===== src/rtl/vga_pkg.sv =====
// Shared types and constants for the TinyVGA PMOD source.
// 640x480@60 timing, pattern modes and PCG noise helpers.
package vga_pkg;

  localparam int H_ACTIVE_D = 640;
  localparam int H_FP_D     = 16;
  localparam int H_SYNC_D   = 96;
  localparam int H_BP_D     = 48;
  localparam int V_ACTIVE_D = 480;
  localparam int V_FP_D     = 10;
  localparam int V_SYNC_D   = 2;
  localparam int V_BP_D     = 33;

  typedef enum logic [1:0] {
    MODE_BARS  = 2'd0,
    MODE_CHECK = 2'd1,
    MODE_XOR   = 2'd2,
    MODE_NOISE = 2'd3
  } mode_e;

  localparam logic [15:0] PCG_MUL  = 16'd12829;
  localparam logic [15:0] PCG_INC  = 16'd47989;
  localparam logic [15:0] PCG_OMUL = 16'd62169;

  localparam logic [7:0] PMOD_IDLE = 8'h88;

  typedef struct packed {
    logic [1:0] r;
    logic [1:0] g;
    logic [1:0] b;
  } rgb_t;

  // Raster position plus decoded strobes; ytile is vcnt[7:4].
  typedef struct packed {
    logic [9:0] x;
    logic [3:0] ytile;
    logic       hs_n;
    logic       vs_n;
    logic       vis;
    logic       origin;
    logic       eof;
  } tim_t;

  function automatic logic [15:0] pcg_next(
    input logic [15:0] s
  );
    return s * PCG_MUL + PCG_INC;
  endfunction

  function automatic logic [7:0] pcg_out(
    input logic [15:0] s
  );
    logic [3:0]  sh;
    logic [15:0] t;
    logic [15:0] m;
    sh = {1'b0, s[15:13]} + 4'd3;
    t  = (s >> sh) ^ s;
    m  = t * PCG_OMUL;
    return m[15:8];
  endfunction

  function automatic logic [7:0] pmod_pack(
    input logic hs_n,
    input logic vs_n,
    input rgb_t c
  );
    return {hs_n, c.b[0], c.g[0], c.r[0],
            vs_n, c.b[1], c.g[1], c.r[1]};
  endfunction

endpackage


===== src/rtl/vga_timing.sv =====
// Raster counters with sync/visible decode and the frame-start strobe.
// Decoded fields are combinational from the counter registers.
module vga_timing
  import vga_pkg::*;
#(
  parameter int H_ACTIVE = H_ACTIVE_D,
  parameter int H_FP     = H_FP_D,
  parameter int H_SYNC   = H_SYNC_D,
  parameter int H_BP     = H_BP_D,
  parameter int V_ACTIVE = V_ACTIVE_D,
  parameter int V_FP     = V_FP_D,
  parameter int V_SYNC   = V_SYNC_D,
  parameter int V_BP     = V_BP_D
) (
  input  logic clk,
  input  logic rst,
  output tim_t o_tim,
  output logic o_frame_start
);

  localparam int HT = H_ACTIVE + H_FP + H_SYNC + H_BP;
  localparam int VT = V_ACTIVE + V_FP + V_SYNC + V_BP;

  localparam logic [9:0] H_LAST = 10'(HT - 1);
  localparam logic [9:0] V_LAST = 10'(VT - 1);
  localparam logic [9:0] H_VIS  = 10'(H_ACTIVE);
  localparam logic [9:0] V_VIS  = 10'(V_ACTIVE);
  localparam logic [9:0] HS_B   = 10'(H_ACTIVE + H_FP);
  localparam logic [9:0] HS_E   = 10'(H_ACTIVE + H_FP + H_SYNC - 1);
  localparam logic [9:0] VS_B   = 10'(V_ACTIVE + V_FP);
  localparam logic [9:0] VS_E   = 10'(V_ACTIVE + V_FP + V_SYNC - 1);

  logic [9:0] r_hcnt;
  logic [9:0] r_vcnt;
  logic       r_fs;
  logic       w_h_end;
  logic       w_v_end;
  logic       w_origin;

  assign w_h_end  = (r_hcnt == H_LAST);
  assign w_v_end  = (r_vcnt == V_LAST);
  assign w_origin = (r_hcnt == 10'd0) && (r_vcnt == 10'd0);

  always_ff @(posedge clk) begin
    if (rst) begin
      r_hcnt <= 10'd0;
      r_vcnt <= 10'd0;
    end else if (w_h_end) begin
      r_hcnt <= 10'd0;
      r_vcnt <= w_v_end ? 10'd0 : r_vcnt + 10'd1;
    end else begin
      r_hcnt <= r_hcnt + 10'd1;
    end
  end

  // Registered so it lines up with the registered pixel beat.
  always_ff @(posedge clk) begin
    if (rst) r_fs <= 1'b0;
    else     r_fs <= w_origin;
  end

  always_comb begin
    o_tim        = '0;
    o_tim.x      = r_hcnt;
    o_tim.ytile  = r_vcnt[7:4];
    o_tim.hs_n   = !((r_hcnt >= HS_B) && (r_hcnt <= HS_E));
    o_tim.vs_n   = !((r_vcnt >= VS_B) && (r_vcnt <= VS_E));
    o_tim.vis    = (r_hcnt < H_VIS) && (r_vcnt < V_VIS);
    o_tim.origin = w_origin;
    o_tim.eof    = w_h_end && w_v_end;
  end

  assign o_frame_start = r_fs;

endmodule


===== src/rtl/vga_pattern_tx.sv =====
// VGA test-pattern source driving the TinyVGA PMOD bit order.
// Pattern logic is combinational from the counters; pins are registered.
module vga_pattern_tx
  import vga_pkg::*;
#(
  parameter int          H_ACTIVE = H_ACTIVE_D,
  parameter int          H_FP     = H_FP_D,
  parameter int          H_SYNC   = H_SYNC_D,
  parameter int          H_BP     = H_BP_D,
  parameter int          V_ACTIVE = V_ACTIVE_D,
  parameter int          V_FP     = V_FP_D,
  parameter int          V_SYNC   = V_SYNC_D,
  parameter int          V_BP     = V_BP_D,
  parameter logic [15:0] SEED     = 16'd4356
) (
  input  logic       clk,
  input  logic       rst,
  input  logic [1:0] mode,
  output logic [7:0] pmod_out,
  output logic       frame_start,
  output logic [7:0] frame_count,
  output logic       active
);

  tim_t        w_tim;
  mode_e       r_mode_q;
  mode_e       w_mode;
  logic [15:0] r_state;
  logic [15:0] w_state;
  logic [7:0]  w_p;
  logic [2:0]  w_bar;
  rgb_t        w_rgb;
  logic [9:0]  w_x;
  logic [3:0]  w_yt;
  logic [7:0]  r_pmod;
  logic        r_active;
  logic [7:0]  r_fcnt;

  vga_timing #(
    .H_ACTIVE (H_ACTIVE),
    .H_FP     (H_FP),
    .H_SYNC   (H_SYNC),
    .H_BP     (H_BP),
    .V_ACTIVE (V_ACTIVE),
    .V_FP     (V_FP),
    .V_SYNC   (V_SYNC),
    .V_BP     (V_BP)
  ) u_timing (
    .clk           (clk),
    .rst           (rst),
    .o_tim         (w_tim),
    .o_frame_start (frame_start)
  );

  assign w_x  = w_tim.x;
  assign w_yt = w_tim.ytile;

  // Origin pixel already uses the freshly sampled mode and reseeded
  // state, so every frame is self-contained from its first beat.
  assign w_mode  = w_tim.origin ? mode_e'(mode) : r_mode_q;
  assign w_state = w_tim.origin ? SEED : r_state;
  assign w_p     = pcg_out(w_state);

  always_comb begin
    w_bar = 3'd7;
    unique case (1'b1)
      (w_x < 10'd80):                   w_bar = 3'd0;
      (w_x >= 10'd80  && w_x < 10'd160): w_bar = 3'd1;
      (w_x >= 10'd160 && w_x < 10'd240): w_bar = 3'd2;
      (w_x >= 10'd240 && w_x < 10'd320): w_bar = 3'd3;
      (w_x >= 10'd320 && w_x < 10'd400): w_bar = 3'd4;
      (w_x >= 10'd400 && w_x < 10'd480): w_bar = 3'd5;
      (w_x >= 10'd480 && w_x < 10'd560): w_bar = 3'd6;
      default:                           w_bar = 3'd7;
    endcase
  end

  always_comb begin
    w_rgb = '0;
    if (w_tim.vis) begin
      unique case (w_mode)
        MODE_BARS: begin
          w_rgb.r = {2{w_bar[2]}};
          w_rgb.g = {2{w_bar[1]}};
          w_rgb.b = {2{w_bar[0]}};
        end
        MODE_CHECK: begin
          if (w_x[5] ^ w_yt[1]) w_rgb = '1;
        end
        MODE_XOR: begin
          w_rgb.r = w_x[5:4] ^ w_yt[1:0];
          w_rgb.g = w_x[6:5] ^ w_yt[2:1];
          w_rgb.b = w_x[7:6] ^ w_yt[3:2];
        end
        MODE_NOISE: begin
          w_rgb = w_p[5:0];
        end
      endcase
    end
  end

  always_ff @(posedge clk) begin
    if (rst) begin
      r_pmod   <= PMOD_IDLE;
      r_active <= 1'b0;
      r_fcnt   <= 8'd0;
      r_mode_q <= MODE_BARS;
      r_state  <= SEED;
    end else begin
      r_pmod   <= pmod_pack(w_tim.hs_n, w_tim.vs_n, w_rgb);
      r_active <= w_tim.vis;
      if (w_tim.eof)    r_fcnt   <= r_fcnt + 8'd1;
      if (w_tim.origin) r_mode_q <= mode_e'(mode);
      if (w_tim.vis)    r_state  <= pcg_next(w_state);
    end
  end

  assign pmod_out    = r_pmod;
  assign active      = r_active;
  assign frame_count = r_fcnt;

endmodule


===== config.mk =====
export PLATFORM = sky130hd
export DESIGN_NAME = vga_pattern_tx
export DESIGN_NICKNAME = d
export VERILOG_FILES = /design/src/rtl/vga_pkg.sv /design/src/rtl/vga_timing.sv /design/src/rtl/vga_pattern_tx.sv
export SDC_FILE = /design/constraint.sdc
export NUM_CORES = 1
export LEC_CHECK = 0
export ABC_AREA = 0
export CAP_MARGIN = 0
export CORE_MARGIN = 2
export CORE_UTILIZATION = 40
export DETAILED_ROUTE_END_ITERATION = 10
export DONT_BUFFER_PORTS = 1
export PLACE_DENSITY = 0.64
export SYNTH_ARGS = -nofsm -noshare
export SYNTH_HDL_FRONTEND = slang
export SYNTH_HIERARCHICAL = 1
export SYNTH_SLANG_ARGS = --single-unit

===== constraint.sdc =====
create_clock -name clk -period 9.2 [get_ports clk]
set_input_delay 1.84 -clock clk [delete_from_list [all_inputs] [get_ports clk]]
set_output_delay 1.84 -clock clk [all_outputs]
set_load 0.01 [all_outputs]

==> flow_metrics.tcl, run 1 <==
set metrics [dict create \
    status "complete, no violations" \
    ys_seq_area_share_pct 15.9 \
    place_ws_ns 1.42 \
    synth_area_leader_cell "ha_1" \
    rsz0062_at_grt "false" \
    r2r_setup_slack_ns 1.41 \
    rr_worst_depth 32 \
    slowest_stage "or4b_2" \
    min_from "u_timing/r_hcnt[0]$_SDFF_PP0_" \
    finalHoldViolations 0 \
    period_share_pct 84.7 \
    r2r-end "pmod_out[0]$_SDFF_PP0_" \
    start_kind "flip-flop" \
    postLayoutSetupSlackWorst_ns 1.41 \
    path_common_cell "inv_1" \
    n_antenna_cell 0 \
    dr_total_vias 5210 \
    drv_cap 0 \
    crit_type "flip-flop to flip-flop" \
    synth_top_area_share_pct 17.6 \
    async_flop_share_pct 0 \
    synth_edf_count 0 \
    first_global_vias 5226 \
    crit_path_max_incr_delay_ns 0.62 \
    grt_overflow_total 0 \
    cp_max_fo 46 \
    synth_nets 973 \
    hold_ws_ns 0.478 \
    syn_area_sq_um 7040 \
    post-cts-setup-buffer-count 0 \
    holdPathStages 1 \
    clock_sinks 56 \
    hold_class "flip-flop to flip-flop" \
    initial_core_util_pct 40.9 \
    cts_tree "done" \
    fp.dieH_um 137 \
    cts.hold.buffers_added 0 \
    grt_first_pass_wirelength_mm 25.4 \
    cp_data_required_time_ns 9.39 \
    fin_skew_ns 0.00796 \
    drive_above_1_share_pct 4.95 \
    vias_per_cell 5.14 \
    layout_commonest_cell "inv_1" \
    dieWidth_um 137 \
    cts_root_buf "clkbuf_16" \
    timing.rr.start "u_timing/r_hcnt[0]$_SDFF_PP0_" \
    drc_errors 0 \
    synth_cells 816 \
    die_area_sq_um 18700 \
    firstDrtPassIters 4 \
    wl_per_cell_um 14.3 \
    fin_util_pct 42.5 \
    whs_endpoint "u_timing/r_hcnt[0]$_SDFF_PP0_" \
    synth_area_per_cell_sq_um 8.63 \
    grt_start_max_net_pins 47 \
    antenna_left 0 \
    synth.distinct_cells 63 \
    core-area_sq_um 17200 \
    clkTransAtPathRegs_ns 0.08 \
    pin_count 22 \
    cts_resized 0 \
    io_buffers 0 \
    clock_latency_ns 0.30 \
    area_growth_pct 4.09 \
    numCtsBuffers 5 \
    slew_headroom_pct 30.0 \
    period_minus_slack_ns 7.79 \
    gp_congestion 0.862 \
    grt_use_total_pct 16.9 \
    rows 48 \
    dpl.hpwl_mm 11.5 \
    yosysWarnings 6 \
    tightest_slew_ns 1.02 \
    wl_mm 14.5 \
    layout_common_cells "126 x inv_1, 99 x ha_1, 65 x nor2_1, 56 x dfxtp_1, 54 x fa_1" \
    synthFlopType "dfxtp_1" \
    setup_viol 0 \
    layout.nets 944 \
    drt_iter0_drc 216 \
    htreeDepth 2 \
    max_freq_ghz 0.128 \
    slew_violations 0 \
    synthTopCellsByArea "ha_1 18%, dfxtp_1 16%, fa_1 15%, inv_1 6.7%, xnor2_1 6.6%" \
    synth-seq-cells 56 \
    finalSetupTns_ns 0 \
    crit_path_end_kind "flip-flop" \
    antenna_found_initial 0 \
    arrival_ns 7.99 \
    cts.path.max_buffers 2 \
]
area by class of cell:
class                   instances  area (sq um)
clock inverters                 3          46.3
multi-input cells             593          5250
clock buffers                   5           125
fillers                      1737          9910
repair buffers                  4          30.0
flip-flops and latches         56          1120
well taps                     225           282
inverters                     127           477
worst max path at each step:
stage	cells after the start	slack (ns)	start	end
floorplan	34	1.48	u_timing/r_hcnt[0]$_SDFF_PP0_	pmod_out[0]$_SDFF_PP0_
global placement	32	1.51	u_timing/r_hcnt[0]$_SDFF_PP0_	pmod_out[0]$_SDFF_PP0_
detailed placement	32	1.42	u_timing/r_hcnt[0]$_SDFF_PP0_	pmod_out[0]$_SDFF_PP0_
CTS	32	1.39	u_timing/r_hcnt[0]$_SDFF_PP0_	pmod_out[0]$_SDFF_PP0_
global route	32	0.94	u_timing/r_hcnt[0]$_SDFF_PP0_	pmod_out[0]$_SDFF_PP0_
finish	32	1.41	u_timing/r_hcnt[0]$_SDFF_PP0_	pmod_out[0]$_SDFF_PP0_
metal layers:
layer / up-vias / wire [um] / track usage [%]
met4: 0 / 195 / 3.82
met3: 13 / 370 / 1.74
met5: - / 0 / 0
met2: 69 / 6920 / 28.8
li1: 2635 / - / -
met1: 2493 / 7040 / 23.1
Yosys cell counts (4+ instances only):
| cell | instances |
|---|---|
| xor2_1 | 23 |
| mux2_2 | 4 |
| o21ai_0 | 11 |
| a21oi_1 | 33 |
| a211o_1 | 7 |
| nor4_1 | 10 |
| buf_4 | 5 |
| a31oi_1 | 5 |
| nand2_1 | 43 |
| or2_2 | 8 |
| a211oi_1 | 6 |
| nand4_1 | 5 |
| clkbuf_1 | 22 |
| mux2i_1 | 20 |
| xnor2_1 | 53 |
| nor3_1 | 15 |
| and3_1 | 10 |
| nand2b_1 | 5 |
| a21o_1 | 10 |
| o21bai_1 | 5 |
| or3_1 | 5 |
| nor2b_1 | 20 |
| ha_1 | 99 |
| and2_1 | 8 |
| inv_1 | 126 |
| buf_6 | 4 |
| fa_1 | 54 |
| mux4_2 | 4 |
| buf_1 | 4 |
| nor2_1 | 65 |
| nand3_1 | 12 |
| dfxtp_1 | 56 |
| buf_2 | 5 |
cells by family after synthesis:
kind of cell	share of synthesized area, %
AOI/OAI and AO/OA	10.3
xor gates and xnor gates	10.1
adders and majority gates	32.9
buffers and inverters	9.68
DFF	15.9
muxes	4.96
and+or+nand+nor	16.1
stage by stage:
| step | instance area [sq um] | cells |
|---|---|---|
| final | 7330 | 1013 |
| after global placement | 7160 | 1005 |
| after CTS | 7330 | 1013 |
| after detailed placement | 7160 | 1005 |
| after global routing | 7330 | 1013 |
| after floorplan | 7040 | 816 |
worst max-delay path, delay by kind of cell (launching register included):
kind | cells | cell delay [ns]
fa+ha+maj | 9 | 3.34
simple gates | 6 | 1.28
buf+inv | 9 | 1.08
compound gates | 5 | 0.88
xor+xnor | 3 | 0.74
flops | 1 | 0.34
state kept, by name, summed over array words and instances, names as in the netlist:
register / flops
u_timing/o_frame_start: 1
active: 1
r_state: 16
u_timing/r_hcnt: 10
r_mode_q: 2
pmod_out: 8
u_timing/r_vcnt: 10
frame_count: 8
Power of run 1 is not shown: default switching activity piles up to over one toggle a cycle in this logic, so the estimate is an artifact.
==> run 2, diff against run 1 <==
Clock period 9.2 ns to 7.8 ns, I/O delays scaled along.
==> flow_metrics.tcl, run 2 (synthesis gave the netlist of run 1 again) <==
set metrics [dict create \
    numCtsBuffers 5 \
    initial_core_util_pct 40.9 \
    grt_overflow_total 0 \
    largest_register_ffs 16 \
    cts_root_buf "clkbuf_16" \
    start_kind "flip-flop" \
    drive_above_1_share_pct 6.27 \
    hold_class "flip-flop to flip-flop" \
    drt_iter0_drc 182 \
    top_register "r_state" \
    clock_sinks 56 \
    top_regs "r_state x16, u_timing/r_hcnt x10, u_timing/r_vcnt x10" \
    arrival_ns 7.57 \
    first_global_vias 5295 \
    fp.dieH_um 137 \
    pin_count 22 \
    htreeDepth 2 \
    drv_cap 0 \
    finalHoldViolations 0 \
    rows 48 \
    max_freq_ghz 0.135 \
    firstDrtPassIters 4 \
    layout_commonest_cell "inv_1" \
    core-area_sq_um 17200 \
    fin_skew_ns 0.00464 \
    rr_worst_depth 29 \
    area_growth_pct 5.13 \
    wl_mm 14.7 \
    status "complete, no violations" \
    crit_path_end_kind "flip-flop" \
    finalSetupTns_ns 0 \
    r2r-end "pmod_out[0]$_SDFF_PP0_" \
    slew_violations 0 \
    rsz0062_at_grt "false" \
    clkTransAtPathRegs_ns 0.07 \
    dieWidth_um 137 \
    cts.path.max_buffers 2 \
    tightest_slew_ns 0.809 \
    antenna_left 0 \
    grt_first_pass_wirelength_mm 25.6 \
    period_minus_slack_ns 7.38 \
    place_ws_ns 0.357 \
    die_area_sq_um 18700 \
    postLayoutSetupSlackWorst_ns 0.416 \
    cp_data_required_time_ns 7.98 \
    clock_latency_ns 0.29 \
    io_buffers 0 \
    post-cts-setup-buffer-count 0 \
    dpl.hpwl_mm 11.8 \
    wl_per_cell_um 14.4 \
    setup_viol 0 \
    drc_errors 0 \
    cts_resized 0 \
    period_share_pct 94.7 \
    cts.hold.buffers_added 0 \
    dr_total_vias 5160 \
    holdPathStages 1 \
    min_from "u_timing/r_hcnt[0]$_SDFF_PP0_" \
    cp_max_fo 5 \
    crit_path_max_incr_delay_ns 0.62 \
    layout_common_cells "126 x inv_1, 99 x ha_1, 64 x nor2_1, 56 x dfxtp_1, 54 x fa_1" \
    layout.nets 953 \
    whs_endpoint "u_timing/r_hcnt[0]$_SDFF_PP0_" \
    gp_congestion 0.827 \
    slowest_stage "or4b_2" \
    path_common_cell "inv_1" \
    r2r_setup_slack_ns 0.42 \
    crit_type "flip-flop to flip-flop" \
    grt_use_total_pct 17.0 \
    slew_headroom_pct 46.0 \
    antenna_found_initial 0 \
    grt_start_max_net_pins 42 \
    timing.rr.start "u_timing/r_hcnt[0]$_SDFF_PP0_" \
    n_antenna_cell 0 \
    vias_per_cell 5.05 \
    cts_tree "done" \
]
[run 2: changes by cell type in the layout (fill, tap and decap cells not counted), sizes merged]
cell,delta
inv,-1
buf,+9
clkinv,+1
[run 2: routing by layer]
layer,global-route usage [%],share of wire [%],up-vias
li1,-,-,2655
met1,23.1,48,2419
met2,28.8,48,66
met3,1.41,2.2,20
met4,5.09,2.3,0
met5,0,0,-
[run 2: worst max-delay path by stage]
stage | start | end | slack [ns] | cells after the start
floorplan | u_timing/r_hcnt[0]$_SDFF_PP0_ | pmod_out[0]$_SDFF_PP0_ | 0.08 | 34
global placement | u_timing/r_hcnt[0]$_SDFF_PP0_ | pmod_out[0]$_SDFF_PP0_ | 0.50 | 30
detailed placement | u_timing/r_hcnt[0]$_SDFF_PP0_ | pmod_out[0]$_SDFF_PP0_ | 0.36 | 29
CTS | u_timing/r_hcnt[0]$_SDFF_PP0_ | pmod_out[0]$_SDFF_PP0_ | 0.36 | 29
global route | u_timing/r_hcnt[0]$_SDFF_PP0_ | pmod_out[0]$_SDFF_PP0_ | 0.02 | 32
finish | u_timing/r_hcnt[0]$_SDFF_PP0_ | pmod_out[0]$_SDFF_PP0_ | 0.42 | 29
[run 2: final cells by class]
cell class	count	area, sq um
tap	225	282
multi-input combinational	593	5260
inverter	127	477
clock inverter	3	42.5
clock buffer	5	125
timing repair buffer	13	97.6
sequential	56	1120
fill	1729	9830
[run 2: worst max-delay path, delay by kind of cell, from the launching register on]
kind / cells / cell delay, ns
flops: 1 / 0.35
xor+xnor: 3 / 0.73
buf+inv: 7 / 0.39
simple gates: 5 / 1.54
fa+ha+maj: 8 / 3.18
compound gates: 6 / 1.09
[run 2: metrics by stage]
| stage | util, % | cell area (sq um) | hold WS, ns | cells |
|---|---|---|---|---|
| 4_1_cts | 42.9 | 7390 | 0.481 | 1022 |
| 3_3_place_gp | 41.9 | 7230 | 0.459 | 1014 |
| 2_1_floorplan | - | 7040 | 0.441 | 816 |
| 5_1_grt | 43.0 | 7400 | 0.514 | 1022 |
| 3_5_place_dp | 41.9 | 7230 | 0.463 | 1014 |
| 6_report | 43.0 | 7400 | 0.483 | 1022 |
Power of run 2 is left out for the same reason.
==> run 3, diff against run 2 <==
Settings changed: CORE_UTILIZATION 40 to 66, PLACE_DENSITY 0.64 to 0.92.
==> flow_metrics.tcl, run 3 (synthesis gave the netlist of run 1 again) <==
set metrics [dict create \
    grt_start_max_net_pins 42 \
    slowest_stage "or4b_2" \
    multi_input_area_sq_um 5280 \
    place_ws_ns 0.284 \
    r2r-end "pmod_out[0]$_SDFF_PP0_" \
    drive_above_1_share_pct 5.93 \
    initial_core_util_pct 68.2 \
    drv_cap 0 \
    first_global_vias 5526 \
    ff_latch_area_sq_um 1120 \
    crit_path_end_kind "flip-flop" \
    antenna_found_initial 0 \
    clock_sinks 56 \
    firstDrtPassIters 5 \
    cts_resized 0 \
    wl_mm 14.4 \
    rows 37 \
    grt_first_pass_wirelength_mm 25.3 \
    layout_commonest_cell "inv_1" \
    grt_overflow_total 0 \
    start_kind "flip-flop" \
    timing.rr.start "u_timing/r_hcnt[0]$_SDFF_PP0_" \
    cts.hold.buffers_added 0 \
    tightest_slew_ns 1.09 \
    top_register "r_state" \
    rr_worst_depth 29 \
    core-area_sq_um 10300 \
    setup_viol 0 \
    grt_use_total_pct 26.8 \
    max_freq_ghz 0.136 \
    crit_type "flip-flop to flip-flop" \
    dpl.hpwl_mm 11.5 \
    status "complete, no violations" \
    cts_root_buf "clkbuf_8" \
    antenna_left 0 \
    arrival_ns 7.56 \
    cts.path.max_buffers 2 \
    layout.nets 949 \
    critPathCapture "pmod_out[0]$_SDFF_PP0_" \
    clkTransAtPathRegs_ns 0.09 \
    cp_data_required_time_ns 8.00 \
    dieWidth_um 107 \
    largest_register_ffs 16 \
    r2r_setup_slack_ns 0.44 \
    vias_per_cell 5.78 \
    cts_tree "done" \
    crit_start "u_timing/r_hcnt[0]$_SDFF_PP0_" \
    hold_class "flip-flop to flip-flop" \
    pin_count 22 \
    n_antenna_cell 0 \
    drt_iter0_drc 386 \
    period_minus_slack_ns 7.36 \
    fin_skew_ns 0.00684 \
    dr_total_vias 5368 \
    slew_violations 0 \
    gp_congestion 0.896 \
    crit_path_max_incr_delay_ns 0.64 \
    cp_max_fo 21 \
    io_buffers 0 \
    numCtsBuffers 5 \
    area_growth_pct 2.40 \
    layout_common_cells "126 x inv_1, 99 x ha_1, 65 x nor2_1, 56 x dfxtp_1, 54 x fa_1" \
    postLayoutSetupSlackWorst_ns 0.437 \
    clock_latency_ns 0.30 \
    wl_per_cell_um 15.5 \
    period_share_pct 94.4 \
    die_area_sq_um 11500 \
    htreeDepth 2 \
    post-cts-setup-buffer-count 0 \
    drc_errors 0 \
    path_common_cell "inv_1" \
    fill_cells 753 \
    finalHoldViolations 0 \
    top_regs "r_state x16, u_timing/r_hcnt x10, u_timing/r_vcnt x10" \
    fp.dieH_um 107 \
    slew_headroom_pct 27.2 \
]
run 3: layout make-up:
class | instances | share of cell area, %
tap | 136 | 2.36
inverter | 127 | 6.61
sequential | 56 | 15.5
multi-input combinational | 593 | 73.2
clock buffer | 7 | 1.34
timing repair buffer | 9 | 0.989
run 3: worst min path at each step:
stage                                         end                          start  slack, ns  cells past startpoint
floorplan           u_timing/r_hcnt[0]$_SDFF_PP0_  u_timing/r_hcnt[0]$_SDFF_PP0_       0.44                      1
global placement    u_timing/r_hcnt[0]$_SDFF_PP0_  u_timing/r_hcnt[0]$_SDFF_PP0_       0.46                      1
detailed placement  u_timing/r_hcnt[0]$_SDFF_PP0_  u_timing/r_hcnt[0]$_SDFF_PP0_       0.47                      1
CTS                 u_timing/r_hcnt[0]$_SDFF_PP0_  u_timing/r_hcnt[0]$_SDFF_PP0_       0.50                      1
global route        u_timing/r_hcnt[0]$_SDFF_PP0_  u_timing/r_hcnt[0]$_SDFF_PP0_       0.53                      1
finish              u_timing/r_hcnt[0]$_SDFF_PP0_  u_timing/r_hcnt[0]$_SDFF_PP0_       0.50                      1
run 3: worst max-delay path: cells and delay by family (launching register included):
kind | cells | cell delay (ns)
compound gates | 6 | 1.07
simple gates | 4 | 1.26
xor+xnor | 3 | 0.71
buf+inv | 8 | 0.63
flops | 1 | 0.36
fa+ha+maj | 8 | 3.25
run 3: metrics by stage:
step                setup TNS, ns  hold WS (ns)  cells  utilization [%]  area, sq um
detailed placement              0         0.473    921             68.6         7090
finish                          0         0.500    928             69.9         7210
CTS                             0         0.496    928             69.6         7180
global route             -0.00911         0.532    928             69.9         7210
global placement                0         0.458    921             68.6         7090
floorplan                       0         0.441    816                -         7040
run 3: layer usage:
metal | up-vias | track usage (%) | share of wire [%]
li1 | 2647 | - | -
met1 | 2528 | 36.1 | 45
met2 | 164 | 45.8 | 49
met3 | 29 | 3.21 | 4.6
met4 | 0 | 7.24 | 2.2
met5 | - | 0 | 0
Power of run 3 is left out for the same reason.
==> RTL edit 1: new RTL, settings of run 1 <==
Compare `r_vcnt` against `V_LAST` with >= in place of ==.
--- a/src/rtl/vga_timing.sv
+++ b/src/rtl/vga_timing.sv
@@ -39,5 +39,5 @@
 
   assign w_h_end  = (r_hcnt == H_LAST);
-  assign w_v_end  = (r_vcnt == V_LAST);
+  assign w_v_end  = (r_vcnt >= V_LAST);
   assign w_origin = (r_hcnt == 10'd0) && (r_vcnt == 10'd0);
 
Behaviour: same outputs for any inputs over 10 cycles, from zero or initial values and one cycle with rst high; that may be too few to reach the edited logic, so the function may still have changed.
==> RTL edit 1 against run 1 <==
- critical path depth decreased by 6
- worst setup slack improved by 0.23 ns
- synthesized area increased by 0.23%
- final cell count decreased by 0.30%
- wire length increased by 3.7%
- sequential cell count unchanged
- clock skew increased by 0.0021 ns
- highest routed layer unchanged
- design area about the same
Power is left out: the tool's default activity adds up to more than one toggle a clock period on the data nets, which glitch-free logic cannot reach.
==> RTL edit 1: results (changes against run 1) <==
Status: complete, no violations (unchanged)
Largest regs: r_state: 16 flops, u_timing/r_hcnt: 10 flops, u_timing/r_vcnt: 10 flops (unchanged)
YS warnings: 6 (unchanged)
Post-Route WL: 15,100 µm (was 14,500 µm)
Netlist cell types: 65 (was 63)
Synth Net Count: 969 (was 973)
Synth Flop Type: dfxtp_1 (unchanged)
Detailed-placement wirelength estimate: 11,900 µm (was 11,500 µm)
# H-tree levels: 2 (unchanged)
Finished Cell Area: 0.00733 mm² (about the same)
1st-iter DRT viols: 336 (was 216)
Path type of the worst min-delay path: reg -> reg (unchanged)
Post-CTS Hold Fix Bufs: 0 (unchanged)
First-pass GRT wire length: 26,200 µm (was 25,400 µm)
Worst skew pair latency: 0.30 ns (about the same)
Antenna diodes: 0 (unchanged)
Clk slew on worst S/H paths: 0.08 ns (about the same)
Nets: 940 (was 944)
# resized after CTS: 0 (unchanged)
Synth area leaders: ha_1 17%, dfxtp_1 16%, fa_1 15%, inv_1 6.8%, xnor2_1 6.2% (was ha_1 18%, dfxtp_1 16%, fa_1 15%, inv_1 6.7%, xnor2_1 6.6%)
Non-Filler Instances: 1,010 (was 1,013)
Router iterations before antenna repair: 5 (was 4)
Via count: 5,234 (was 5,210)
Final ANT Viol Nets: 0 (unchanged)
GP Congestion: 0.848 (was 0.862)
Layout cell share with drive strength beyond 1: 5.61% (was 4.95%)
Delay of the slowest critical-path stage: 0.58 ns (was 0.62 ns)
I/O Buffers: 0 (unchanged)
Post-CTS Setup Bufs: 0 (unchanged)
Clk_skew: 0.0100 ns (was 0.00796 ns)
Worst R2R Path Depth: 26 (was 32)
CP top delay family: adder cells (unchanged)
Final hold violations: 0 (unchanged)
Most frequent cells after synthesis: 128 x inv_1, 98 x ha_1, 71 x nor2_1 (was 126 x inv_1, 99 x ha_1, 65 x nor2_1)
Critical path arrival: 7.77 ns (was 7.99 ns)
Pin count of the biggest net entering global routing: 44 (was 47)
Clock tree buffer depth: 2 (unchanged)
Clock Tree Root: clkbuf_16 (unchanged)
Share of synthesized registers carrying an async set or reset: 0% (unchanged)
Fillers: 1,759 (was 1,737)
Antenna violations before repair: 0 (unchanged)
Post-synthesis sequential area ratio: 15.9% (about the same)
Slew HR: 25.5% (was 30.0%)
CP max FO: 43 (was 46)
Tot GR Track Use: 17.2% (was 16.9%)
Total CTS buffers: 5 (unchanged)
Worst hold path depth: 1 (unchanged)
Area after DPL: 0.00716 mm² (unchanged)
Cells after synthesis: 813 (was 816)
Slowest cell on crit path: or4_1 (was or4b_2)
RTL edit 1: cell count changes after synthesis, sizes merged, moves of 4 or more:
cell    delta
nor2       +7
a211o      -5
and3       -5
clkbuf     -8
xor2       +4
buf        +7
RTL edit 1: area by class of cell:
cell class	instances	area share, %
multi-input cells	590	71.7
clock inverters	2	0.529
clock buffers	6	1.76
well taps	225	3.84
flip-flops and latches	56	15.3
repair buffers	3	0.307
inverters	128	6.56
RTL edit 1: path summary, 6_finish.rpt:
check,from,endpoint,slack (ns)
setup reg to reg,u_timing/r_vcnt[4],pmod_out[0],1.64
hold / removal,u_timing/r_hcnt[0],u_timing/r_hcnt[0],0.49
hold reg to reg,u_timing/r_hcnt[0],u_timing/r_hcnt[0],0.49
setup / recovery,u_timing/r_vcnt[4],pmod_out[0],1.64
RTL edit 1: layer usage:
metal	part of all wire, %	wire length [µm]	GRT usage, %	up-vias
met4	0.78	118	2.69	0
met3	3.3	496	1.33	7
met1	50	7540	25.4	2509
met2	46	6920	28.1	97
li1	-	-	-	2621
met5	0	0	0	-
RTL edit 1: cells by family after synthesis:
logic type                 after synthesis  share of synthesized area [%]
muxes                                   29                           4.73
DFF                                     56                           15.9
and+or+nand+nor                        220                           16.1
xor gates and xnor gates                80                           10.4
adders and majority gates              152                           32.7
AOI/OAI and AO/OA                      109                           10.4
buffers and inverters                  167                           9.85
RTL edit 1: metrics by stage:
stage | hold slack (ns) | setup slack, ns
floorplan | 0.437 | 2.26
global placement | 0.464 | 1.83
detailed placement | 0.474 | 1.68
CTS | 0.491 | 1.65
global route | 0.519 | 0.982
finish | 0.485 | 1.64
==> RTL edit 2: new RTL, settings of run 1 <==
Without the edit above. Make the reset (`rst`) asynchronous in 3 clocked blocks.
--- a/src/rtl/vga_timing.sv
+++ b/src/rtl/vga_timing.sv
@@ -42,5 +42,5 @@
   assign w_origin = (r_hcnt == 10'd0) && (r_vcnt == 10'd0);
 
-  always_ff @(posedge clk) begin
+  always_ff @(posedge clk or posedge rst) begin
     if (rst) begin
       r_hcnt <= 10'd0;
@@ -55,5 +55,5 @@
 
   // Registered so it lines up with the registered pixel beat.
-  always_ff @(posedge clk) begin
+  always_ff @(posedge clk or posedge rst) begin
     if (rst) r_fs <= 1'b0;
     else     r_fs <= w_origin;
--- a/src/rtl/vga_pattern_tx.sv
+++ b/src/rtl/vga_pattern_tx.sv
@@ -100,5 +100,5 @@
   end
 
-  always_ff @(posedge clk) begin
+  always_ff @(posedge clk or posedge rst) begin
     if (rst) begin
       r_pmod   <= PMOD_IDLE;
Formal check against the unedited RTL: differs if rst is asserted again (counterexample within 4 cycles, from zero or initial values and one cycle with rst high); with rst held inactive, the same outputs for 10 cycles.
==> RTL edit 2 against run 1 <==
- core utilization barely moved
- sequential cell count did not move
- synthesized area fell by 0.50%
- final cell count fell by 8.6%
- design area barely moved
- non-clock buffer count did not move
- sequential share of layout area rose by 3.9 points
- wire length fell by 3.1%
- clock skew fell by 0.0024 ns
- via count fell by 8.5%
- worst setup slack improved by 0.75 ns
- count of clock-buffer cells in the layout did not move
- critical endpoint is now pmod_out[0]
- largest cell class unchanged
Power is left out: it rests on default switching activity, and per cell area and clock period it moved more than threefold.
==> RTL edit 2: results (changes against run 1) <==
Critical path arrival: 7.22 ns (was 7.99 ns)
Slowest cell on crit path: dfrtp_1 (was or4b_2)
Fillers: 1,671 (was 1,737)
Inst Count DP: 918 (was 1,005)
Non-Filler Instances: 926 (was 1,013)
Worst-margin pin slew: 0.952 ns (was 1.02 ns)
Synth Flop Type: dfrtp_1 (was dfxtp_1)
CP max FO: 30 (was 46)
Router iterations before antenna repair: 6 (was 4)
DRT met1 WL: 6780 µm (was 7040 µm)
First-pass GRT wire length: 24,000 µm (was 25,400 µm)
Via/cell ratio: 5.15 (was 5.14)
Hold path start: u_timing/r_hcnt[0] (unchanged)
Non-clock inverters: 114 (was 127)
Synth area leaders: ha_1 20%, dfrtp_1 18%, fa_1 16%, xnor2_1 6.1%, inv_1 6.0% (was ha_1 18%, dfxtp_1 16%, fa_1 15%, inv_1 6.7%, xnor2_1 6.6%)
Fraction of cell area in non-clock buffers: 0.410% (about the same)
Fraction of area in multi-input gates: 68.7% (was 71.6%)
WHS Endpoint: u_timing/r_hcnt[0] (unchanged)
Clock network share of area: 2.06% (was 2.34%)
Layout cell share with drive strength beyond 1: 7.70% (was 4.95%)
Netlist cell types: 68 (was 63)
Critical Path Sink: pmod_out[0] (unchanged)
1st-iter DRT viols: 211 (was 216)
Drt wl/cell: 15.2 µm (was 14.3 µm)
Detailed-placement wirelength estimate: 11,200 µm (was 11,500 µm)
GP Congestion: 0.854 (was 0.862)
Share of synthesized registers carrying an async set or reset: 100% (was 0%)
Register area: 0.00141 mm² (was 0.00112 mm²)
Status: complete, no violations (unchanged)
## RTL edit 2: layer usage
metal | vias up | track usage, %
li1 | 2356 | -
met1 | 2334 | 23.0
met2 | 63 | 26.7
met3 | 14 | 1.75
met4 | 0 | 3.47
met5 | - | 0
## RTL edit 2: cell families after synthesis
kind of cell	Yosys count	synth area share (%)
XOR/XNOR	71	9.27
AND/OR/NAND/NOR	155	11.8
adder cells (fa/ha/maj)	167	35.8
multiplexers	32	5.70
buffers and inverters	140	8.25
AO/OA/AOI/OAI	94	9.09
flip-flops	56	20.1
## RTL edit 2: per-stage QoR
stage          hold WS (ns)  area, µm²  setup slack [ns]
3_5_place_dp          0.477       7180              2.19
2_1_floorplan         0.447       7010              2.68
5_1_grt               0.507       7330              1.70
3_3_place_gp          0.466       7180              2.27
6_report              0.479       7330              2.16
4_1_cts               0.488       7330              2.18
